===== src/rtl/shift_seq_pkg.sv =====
// Shared definitions for the shift-register command sequencer: opcodes,
// FSM state type and the command word layout.
package shift_seq_pkg;

  localparam logic [1:0] OP_HOLD = 2'b00;
  localparam logic [1:0] OP_SHL  = 2'b01;
  localparam logic [1:0] OP_SHR  = 2'b10;
  localparam logic [1:0] OP_LOAD = 2'b11;

  localparam int CMD_CNT_W = 4;

  typedef enum logic {
    IDLE = 1'b0,
    RUN  = 1'b1
  } state_t;

  // Field order of one FIFO word, MSB first; the top level slices the same order.
  typedef struct packed {
    logic [1:0]           op;
    logic [CMD_CNT_W-1:0] count;
    logic [7:0]           data;
  } cmd_t;

endpackage


===== src/rtl/shift_seq_fifo.sv =====
// Synchronous FIFO for queued commands. Pointers carry one extra wrap bit
// so full and empty are distinguishable without a separate counter.
module shift_seq_fifo #(
  parameter int DEPTH = 4,
  parameter int W     = 14
) (
  input  logic         clk,
  input  logic         rst,
  input  logic         i_wr_en,
  input  logic [W-1:0] i_wr_data,
  input  logic         i_rd_en,
  output logic [W-1:0] o_rd_data,
  output logic         o_full,
  output logic         o_empty
);

  localparam int AW = $clog2(DEPTH);

  logic [W-1:0] r_mem [DEPTH];
  logic [AW:0]  r_wr_ptr;
  logic [AW:0]  r_rd_ptr;
  logic         w_do_wr;
  logic         w_do_rd;

  assign o_empty   = (r_wr_ptr == r_rd_ptr);
  assign o_full    = (r_wr_ptr[AW] != r_rd_ptr[AW]) &&
                     (r_wr_ptr[AW-1:0] == r_rd_ptr[AW-1:0]);
  assign o_rd_data = r_mem[r_rd_ptr[AW-1:0]];
  assign w_do_wr   = i_wr_en && !o_full;
  assign w_do_rd   = i_rd_en && !o_empty;

  always_ff @(posedge clk) begin
    if (w_do_wr) r_mem[r_wr_ptr[AW-1:0]] <= i_wr_data;
  end

  always_ff @(posedge clk) begin
    if (rst) begin
      r_wr_ptr <= '0;
      r_rd_ptr <= '0;
    end else begin
      if (w_do_wr) r_wr_ptr <= r_wr_ptr + 1'b1;
      if (w_do_rd) r_rd_ptr <= r_rd_ptr + 1'b1;
    end
  end

endmodule


===== src/rtl/shift_cmd_sequencer.sv =====
// Expands queued shift commands into a per-cycle select/data_out stream for
// the shift register. Optional SHIFT_SEQ_DONE_EN adds a done pulse and counter.
module shift_cmd_sequencer
  import shift_seq_pkg::*;
#(
  parameter int DEPTH = 4,
  parameter int CNT_W = 4
) (
  input  logic             clk,
  input  logic             rst,
  // Handshake: a command transfers on a rising edge where cmd_valid && cmd_ready.
  input  logic             cmd_valid,
  output logic             cmd_ready,
  input  logic [1:0]       cmd_op,
  input  logic [CNT_W-1:0] cmd_count,
  input  logic [7:0]       cmd_data,
  output logic [1:0]       select,
  output logic [7:0]       data_out,
  output logic             busy,
`ifdef SHIFT_SEQ_DONE_EN
  output logic             done,
`endif
  output logic             dbg_state
);

  localparam int WW = 10 + CNT_W;

  state_t           r_state;
  logic [1:0]       r_select;
  logic [7:0]       r_data;
  logic [CNT_W-1:0] r_remaining;

  logic             w_full;
  logic             w_empty;
  logic             w_push;
  logic             w_pop;
  logic             w_last;
  logic [WW-1:0]    w_head;
  logic [1:0]       w_head_op;
  logic [CNT_W-1:0] w_head_count;
  logic [7:0]       w_head_data;
  logic [CNT_W-1:0] w_head_len_m1;

  assign cmd_ready = !w_full && !rst;
  assign w_push    = cmd_valid && cmd_ready;

  assign w_head_op     = w_head[WW-1 -: 2];
  assign w_head_count  = w_head[8 +: CNT_W];
  assign w_head_data   = w_head[7:0];
  // Loads are always one cycle; a zero count still runs once.
  assign w_head_len_m1 = ((w_head_op == OP_LOAD) || (w_head_count == '0)) ?
                         '0 : w_head_count - 1'b1;

  assign w_last = (r_state == RUN) && (r_remaining == '0);
  assign w_pop  = !w_empty && ((r_state == IDLE) || w_last);

  shift_seq_fifo #(
    .DEPTH (DEPTH),
    .W     (WW)
  ) u_fifo (
    .clk       (clk),
    .rst       (rst),
    .i_wr_en   (w_push),
    .i_wr_data ({cmd_op, cmd_count, cmd_data}),
    .i_rd_en   (w_pop),
    .o_rd_data (w_head),
    .o_full    (w_full),
    .o_empty   (w_empty)
  );

  always_ff @(posedge clk) begin
    if (rst) begin
      r_state     <= IDLE;
      r_select    <= OP_HOLD;
      r_data      <= 8'h00;
      r_remaining <= '0;
    end else if (w_pop) begin
      // Covers both the start from idle and a gapless chain off the last cycle.
      r_state     <= RUN;
      r_select    <= w_head_op;
      r_remaining <= w_head_len_m1;
      if (w_head_op == OP_LOAD) r_data <= w_head_data;
    end else if (w_last) begin
      r_state  <= IDLE;
      r_select <= OP_HOLD;
    end else if (r_state == RUN) begin
      r_remaining <= r_remaining - 1'b1;
    end
  end

  assign select    = r_select;
  assign data_out  = r_data;
  assign busy      = (r_state == RUN) || !w_empty;
  assign dbg_state = r_state;

`ifdef SHIFT_SEQ_DONE_EN
  logic       r_done;
  logic [7:0] done_cnt;

  always_ff @(posedge clk) begin
    if (rst) begin
      r_done   <= 1'b0;
      done_cnt <= 8'h00;
    end else begin
      r_done <= w_last;
      if (w_last) done_cnt <= done_cnt + 8'h01;
    end
  end

  assign done = r_done;
`endif

endmodule


===== config.mk =====
export PLATFORM = sky130hd
export DESIGN_NAME = shift_cmd_sequencer
export DESIGN_NICKNAME = d
export VERILOG_FILES = /design/src/rtl/shift_seq_pkg.sv /design/src/rtl/shift_seq_fifo.sv /design/src/rtl/shift_cmd_sequencer.sv
export SDC_FILE = /design/constraint.sdc
export NUM_CORES = 1
export LEC_CHECK = 0
export ABC_AREA = 1
export BUFFER_PORTS_ARGS = -buffer_cell sky130_fd_sc_hd__buf_4
export CELL_PAD_IN_SITES_DETAIL_PLACEMENT = 0
export CELL_PAD_IN_SITES_GLOBAL_PLACEMENT = 1
export CORE_AREA = 3 3 94 96
export CTS_CLUSTER_DIAMETER = 120
export CTS_CLUSTER_SIZE = 30
export DETAILED_ROUTE_END_ITERATION = 7
export DIE_AREA = 0 0 97 99
export GPL_ROUTABILITY_DRIVEN = 0
export GPL_TIMING_DRIVEN = 0
export PLACE_DENSITY_LB_ADDON = 0.1
export REMOVE_ABC_BUFFERS = 1
export SYNTH_ARGS = -nofsm -noshare
export SYNTH_HDL_FRONTEND = slang
export SYNTH_SLANG_ARGS = --single-unit
export TNS_END_PERCENT = 20

===== constraint.sdc =====
create_clock -name clk -period 2.3 [get_ports clk]
set_clock_uncertainty 0.05 [all_clocks]
set_input_delay 0 -clock clk [delete_from_list [all_inputs] [get_ports clk]]
set_output_delay 0 -clock clk [all_outputs]
set_load 0.01 [all_outputs]

# ---- Word level (Yosys, flattened, before mapping)
# Memory sizes are Yosys's and may differ from the RTL's. A register that Yosys moved wholly into a read port is not among the register bits.
# Index checks and enable logic that the tools add are counted.
dict set report op_classes {
  bitwise 1
  muxes 12
  reduce_logical 19
  addsub 4
  eq_ne 5
}
# operator count
set op_table {}
lappend op_table {{$mux W4} 4}
lappend op_table {{$logic_not A4 Y1} 2}
lappend op_table {{$mux W2} 4}
lappend op_table {{$sub A4 B1 Y4 const B} 2}
lappend op_table {{$logic_and A1 B1 Y1} 7}
lappend op_table {{$add A3 B1 Y3 const B} 2}
lappend op_table {{$mux W1} 4}
lappend op_table {{$reduce_and A2 Y1} 2}
lappend op_table {{$reduce_bool A2 Y1} 2}
lappend op_table {{$eq A3 B3 Y1} 1}
lappend op_table {{$logic_not A1 Y1} 3}
lappend op_table {{$logic_or A1 B1 Y1} 3}
lappend op_table {{$eq A2 B2 Y1} 1}
lappend op_table {{$eq A2 B2 Y1 const B} 1}
lappend op_table {{$ne A2 B1 Y1 const B} 1}
lappend op_table {{$ne A1 B1 Y1} 1}
lappend op_table {{$not A1 Y1} 1}
dict set report word_totals {
  ram_bits 56
  inputBits 17
  mem_count 1
  register_bits 21
}
# memory words width read_ports rd_ports_with_merged_regs write_ports line
set mem_list {}
lappend mem_list {u_fifo.r_mem 4 14 1 1 1 shift_seq_fifo.sv:19} ;# logic [W-1:0] r_mem [DEPTH];

# ---- Depth between registers and ports, before layout
dict set report depth {
  word_depth 8
  depth_mapped 12
  mapped_depth_nobuf 11
}

# ---- Cells and area by module
# Synthesis repeated with hierarchy kept, for this count alone.
dict set report unflattened {
  hier_cells 317
  hier_area_um2 3348.2
}
# module n_inst area_each_um2 cells_each
set modules_own_cells {}
lappend modules_own_cells {shift_seq_fifo 1 2572.5 210}
lappend modules_own_cells {shift_cmd_sequencer 1 775.7 107}

# ---- Worst setup path before layout
# Ideal clock, no wire load.
dict set report synth_path {
  path_kind {register -> register}
  start {reg u_fifo.r_wr_ptr[0]}
  end {mem u_fifo.r_mem[0][0], enable pin}
  setup_slack_ns 0.251
  t_arrival_ns 1.614
  required_time_ns 1.865
  stages_incl_launch_ff 9
  path_cell_list {dfxtp_1 inv_2 nand2_1 nand2_1 nand2_1 o21ai_1 inv_1 nand2_2 nor2_1}
}
dict set report synth_between {
  elab_chain_len 8
}
# element line
set synth_lines {}
lappend synth_lines {{start: declaration} shift_seq_fifo.sv:20} ;# logic [AW:0] r_wr_ptr;
lappend synth_lines {{start signal: assignment} shift_seq_fifo.sv:41} ;# if (w_do_wr) r_wr_ptr <= r_wr_ptr + 1'b1;
lappend synth_lines {{$eq A2 B2 Y1} shift_seq_fifo.sv:27} ;# (r_wr_ptr[AW-1:0] == r_rd_ptr[AW-1:0]);
lappend synth_lines {{$logic_and A1 B1 Y1} shift_seq_fifo.sv:26} ;# assign o_full = (r_wr_ptr[AW] != r_rd_ptr[AW]) &&
lappend synth_lines {{$logic_not A1 Y1} shift_cmd_sequencer.sv:44} ;# assign cmd_ready = !w_full && !rst;
lappend synth_lines {{$logic_and A1 B1 Y1} shift_cmd_sequencer.sv:44}
lappend synth_lines {{named net cmd_ready} shift_cmd_sequencer.sv:13} ;# output logic cmd_ready,
lappend synth_lines {{$logic_and A1 B1 Y1} shift_cmd_sequencer.sv:45} ;# assign w_push = cmd_valid && cmd_ready;
lappend synth_lines {{$logic_and A1 B1 Y1} shift_seq_fifo.sv:29} ;# assign w_do_wr = i_wr_en && !o_full;
lappend synth_lines {{$mux W1} shift_seq_fifo.sv:33} ;# if (w_do_wr) r_mem[r_wr_ptr[AW-1:0]] <= i_wr_data;
lappend synth_lines {{$mux W1 (not written as such)} shift_seq_fifo.sv:33}
lappend synth_lines {{end: declaration} shift_seq_fifo.sv:19}
# The timed path passes the listed nets, and every way through them passes these cells.

# ---- Worst setup path after layout
dict set report layout_path {
  start {reg u_fifo.r_wr_ptr[0]}
  end {mem u_fifo.r_mem[2][13], enable pin}
}
dict set report layout_between {
  elab_chain_len 8
}
# element line
set layout_lines {}
lappend layout_lines {{$eq A2 B2 Y1} shift_seq_fifo.sv:27}
lappend layout_lines {{$logic_and A1 B1 Y1} shift_seq_fifo.sv:26}
lappend layout_lines {{$logic_not A1 Y1} {shift_seq_fifo.sv:29, shift_cmd_sequencer.sv:44}}
lappend layout_lines {{$logic_and A1 B1 Y1} shift_cmd_sequencer.sv:44}
lappend layout_lines {{$logic_and A1 B1 Y1} shift_cmd_sequencer.sv:45}
lappend layout_lines {{$logic_and A1 B1 Y1} shift_seq_fifo.sv:29}
lappend layout_lines {{$mux W1} shift_seq_fifo.sv:33}
lappend layout_lines {{$mux W1 (not written as such)} shift_seq_fifo.sv:33}
# Parallel ways exist; a longest one is shown, timed or not.

==> impl_metrics.ini <==
[status]
outcome = completed

[cts]
tritoncts = yes
clock_sinks = 79
post_cts_buffers = 0
clkTransAtPathRegs_ns = 0.08
cts-buffers-inserted = 9
clk_latency_ns = 0.34
htreeDepth = 3
clock_path_buffers = 2
root_buffer = clkbuf_8

[routing]
wl_per_cell_um = 14.5
dr_total_vias = 2265
drt_iter0_drc = 88
drc = 0
routed_via_density = 4.80
drtPass1Iterations = 4
wl_um = 6860
drt.antenna.violating_nets = 0

[logic_synthesis]
yosysTopAreaCellShare_pct = 50.1
synth-edff-count = 56
syn_avg_cell_area_um2 = 10.7
ys_warn_count = 0
syn_area_um2 = 3360
synth_area_leaders = edfxtp_1 50%, dfxtp_1 14%, nand2_1 6.3%
seq_area_frac_synth_pct = 63.8
synth_cell_type_count = 28
synthArstFlopShare_pct = 0
ys_ff_latch = 79
synthCells = 315
ys_dominant_reg_cell = edfxtp_1
synth.largest_area_cell = edfxtp_1

[grt]
grt_pass1_vias = 2270
grt_pass1_wl_um = 11500
grt_overflow = 0
grtUsageTotal_pct = 15.4
grt_start_max_net_pins = 30
grt_antenna_before_repair = 0

[critical_path]
cp_slowest_stage_delay_ns = 0.71
critical_path_class = reg -> reg
cp.required_ns = 2.22
critical_path.top_delay_family = simple AND/OR/NAND/NOR gates
crit_fanout = 14
endpoint_kind = flop
r2r-end = u_fifo.r_mem[2][13]
reg2regPathDepth = 8
cp_data_arrival_time_ns = 2.19
r2r-start = u_fifo.r_wr_ptr[0]
worstPathCellList = inv_2, nand2_1, nand2_1, nand2_1, o21ai_1, inv_1, nand2_2, nor2_2
crit_path_start_kind = flop
crit_slowest_cell = nor2_2
crit_path_frequent_cell = nand2_1
r2r_slack_ns = 0.03
crit_buf_inv = 2

[finish]
final_cell_mix = 56 x nand2_1, 56 x edfxtp_1, 37 x nor2_1, 29 x buf_4, 22 x o21ai_0
fillCellCount = 760
drive_gt1_share_pct = 21.5
n_antenna_cell = 0
areaGrowthSynthToFinish_pct = 21.1
fin_nets = 388
design_area_um2 = 4070

[power]
vdd_drop_max_mv = 0.457
powerDensity_nw_per_um2 = 1160
p_leak_nw = 1.63

[die]
rows = 33
io_pins = 30
die-area_um2 = 9600
initial_core_util_pct = 41.3
die_h_um = 99
die_x_um = 97
core-area_um2 = 8130

[sta]
setup_viol = 0
rsz0062_at_grt = true
fmax_mhz = 441
tightest_slew_ns = 0.886
slew_viol_final = 0
min_period_ns = 2.27
slew_headroom_pct = 40.8
period_share_pct = 98.7
final.setup.tns_ns = 0
hold_viol_final = 0
finalWorstSetupSlack_ns = 0.0305

[run]
cap_violations = 0

[place]
pre_cts_slack_ns = -0.519
post_dp_cell_area_um2 = 3640
portBuffers = 29
dp_hpwl_um = 4160

[hold_path]
min_from = rst
whs_path_depth = 4
hold_class = in -> reg
hold_end = u_fifo.r_rd_ptr[2]
worst reg2reg max path: cells and delay by family, from the launching register on:
family | cells | cell delay (ns)
buffers and inverters | 2 | 0.26
AND/OR/NAND/NOR | 5 | 1.10
AO/OA/AOI/OAI | 1 | 0.05
flip-flops | 1 | 0.42
cell type report:
| type | instances | area [um^2] | area share, % |
|---|---|---|---|
| clock inverter | 6 | 116 | 2.86 |
| sequential | 79 | 2150 | 52.8 |
| inverter | 28 | 105 | 2.59 |
| tap | 105 | 131 | 3.23 |
| clock buffer | 9 | 124 | 3.05 |
| multi-input combinational | 199 | 1050 | 25.9 |
| timing repair buffer | 46 | 388 | 9.54 |
layer usage:
metal	routed length, um	vias up	track usage [%]
met5	0	-	0
met4	78	0	6.16
met3	200	7	3.04
met2	3200	31	25.2
met1	3380	1062	20.3
li1	-	1165	-
where the power goes:
part / internal [W] / leakage, nW / switching (W) / total, W
logic: 0.000589 / 0.808 / 0.000995 / 0.00158
registers: 0.00170 / 0.699 / 0.000190 / 0.00189
clock network: 0.000725 / 0.120 / 0.000517 / 0.00124
timing repair:
action,CTS,global route
cloned,0,0
hold buffers,17,0
setup endpoints to repair,42,54
gates resized for setup,4,1
endpoints found under the hold margin,63,0
registers in the layout, summed over array words and instances (netlist names), named ones only:
register	cells
u_fifo.r_mem	56
u_fifo.r_wr_ptr	3
dbg_state	1
data_out	8
select	2
u_fifo.r_rd_ptr	3
r_remaining	4
kinds of logic after synthesis:
logic type | Yosys count | share of synthesized area [%]
adder cells (fa/ha/maj) | 8 | 2.98
XOR/XNOR | 3 | 0.783
AO/OA/AOI/OAI | 51 | 7.90
buffers and inverters | 37 | 5.22
flip-flops | 79 | 63.8
AND/OR/NAND/NOR | 137 | 19.3
cells in the mapped netlist (3+ instances only):
| master | number |
|---|---|
| buf_6 | 3 |
| inv_1 | 16 |
| a21oi_1 | 11 |
| buf_4 | 3 |
| inv_2 | 12 |
| nor2_1 | 41 |
| xor2_1 | 3 |
| dfxtp_1 | 23 |
| o22ai_1 | 8 |
| o21ai_0 | 22 |
| nand3_1 | 19 |
| ha_1 | 8 |
| o21ai_1 | 10 |
| edfxtp_1 | 56 |
| nand2_1 | 56 |
| nand3_2 | 3 |
| nand2_2 | 7 |
stage by stage:
stage / hold slack [ns] / instances / util, % / power, W
floorplan: 0.0191 / 306 / - / 0.00298
global placement: 0.152 / 440 / 44.7 / 0.00350
detailed placement: 0.155 / 440 / 44.8 / 0.00351
CTS: 0.193 / 472 / 50.0 / 0.00478
global route: 0.228 / 472 / 50.0 / 0.00508
finish: 0.197 / 472 / 50.0 / 0.00472
worst max path at each step:
| stage | endpoint | start | depth (start not counted) |
|---|---|---|---|
| finish | u_fifo.r_mem[2][13] | u_fifo.r_wr_ptr[0] | 8 |
| global placement | r_remaining[2] | flop | 11 |
| global route | u_fifo.r_mem[2][10] | u_fifo.r_wr_ptr[1] | 8 |
| CTS | u_fifo.r_mem[2][13] | u_fifo.r_wr_ptr[0] | 8 |
| floorplan | u_fifo.r_mem[0][0] | u_fifo.r_wr_ptr[0] | 8 |
| detailed placement | r_remaining[2] | flop | 11 |
(Power assumes the default switching activity.)
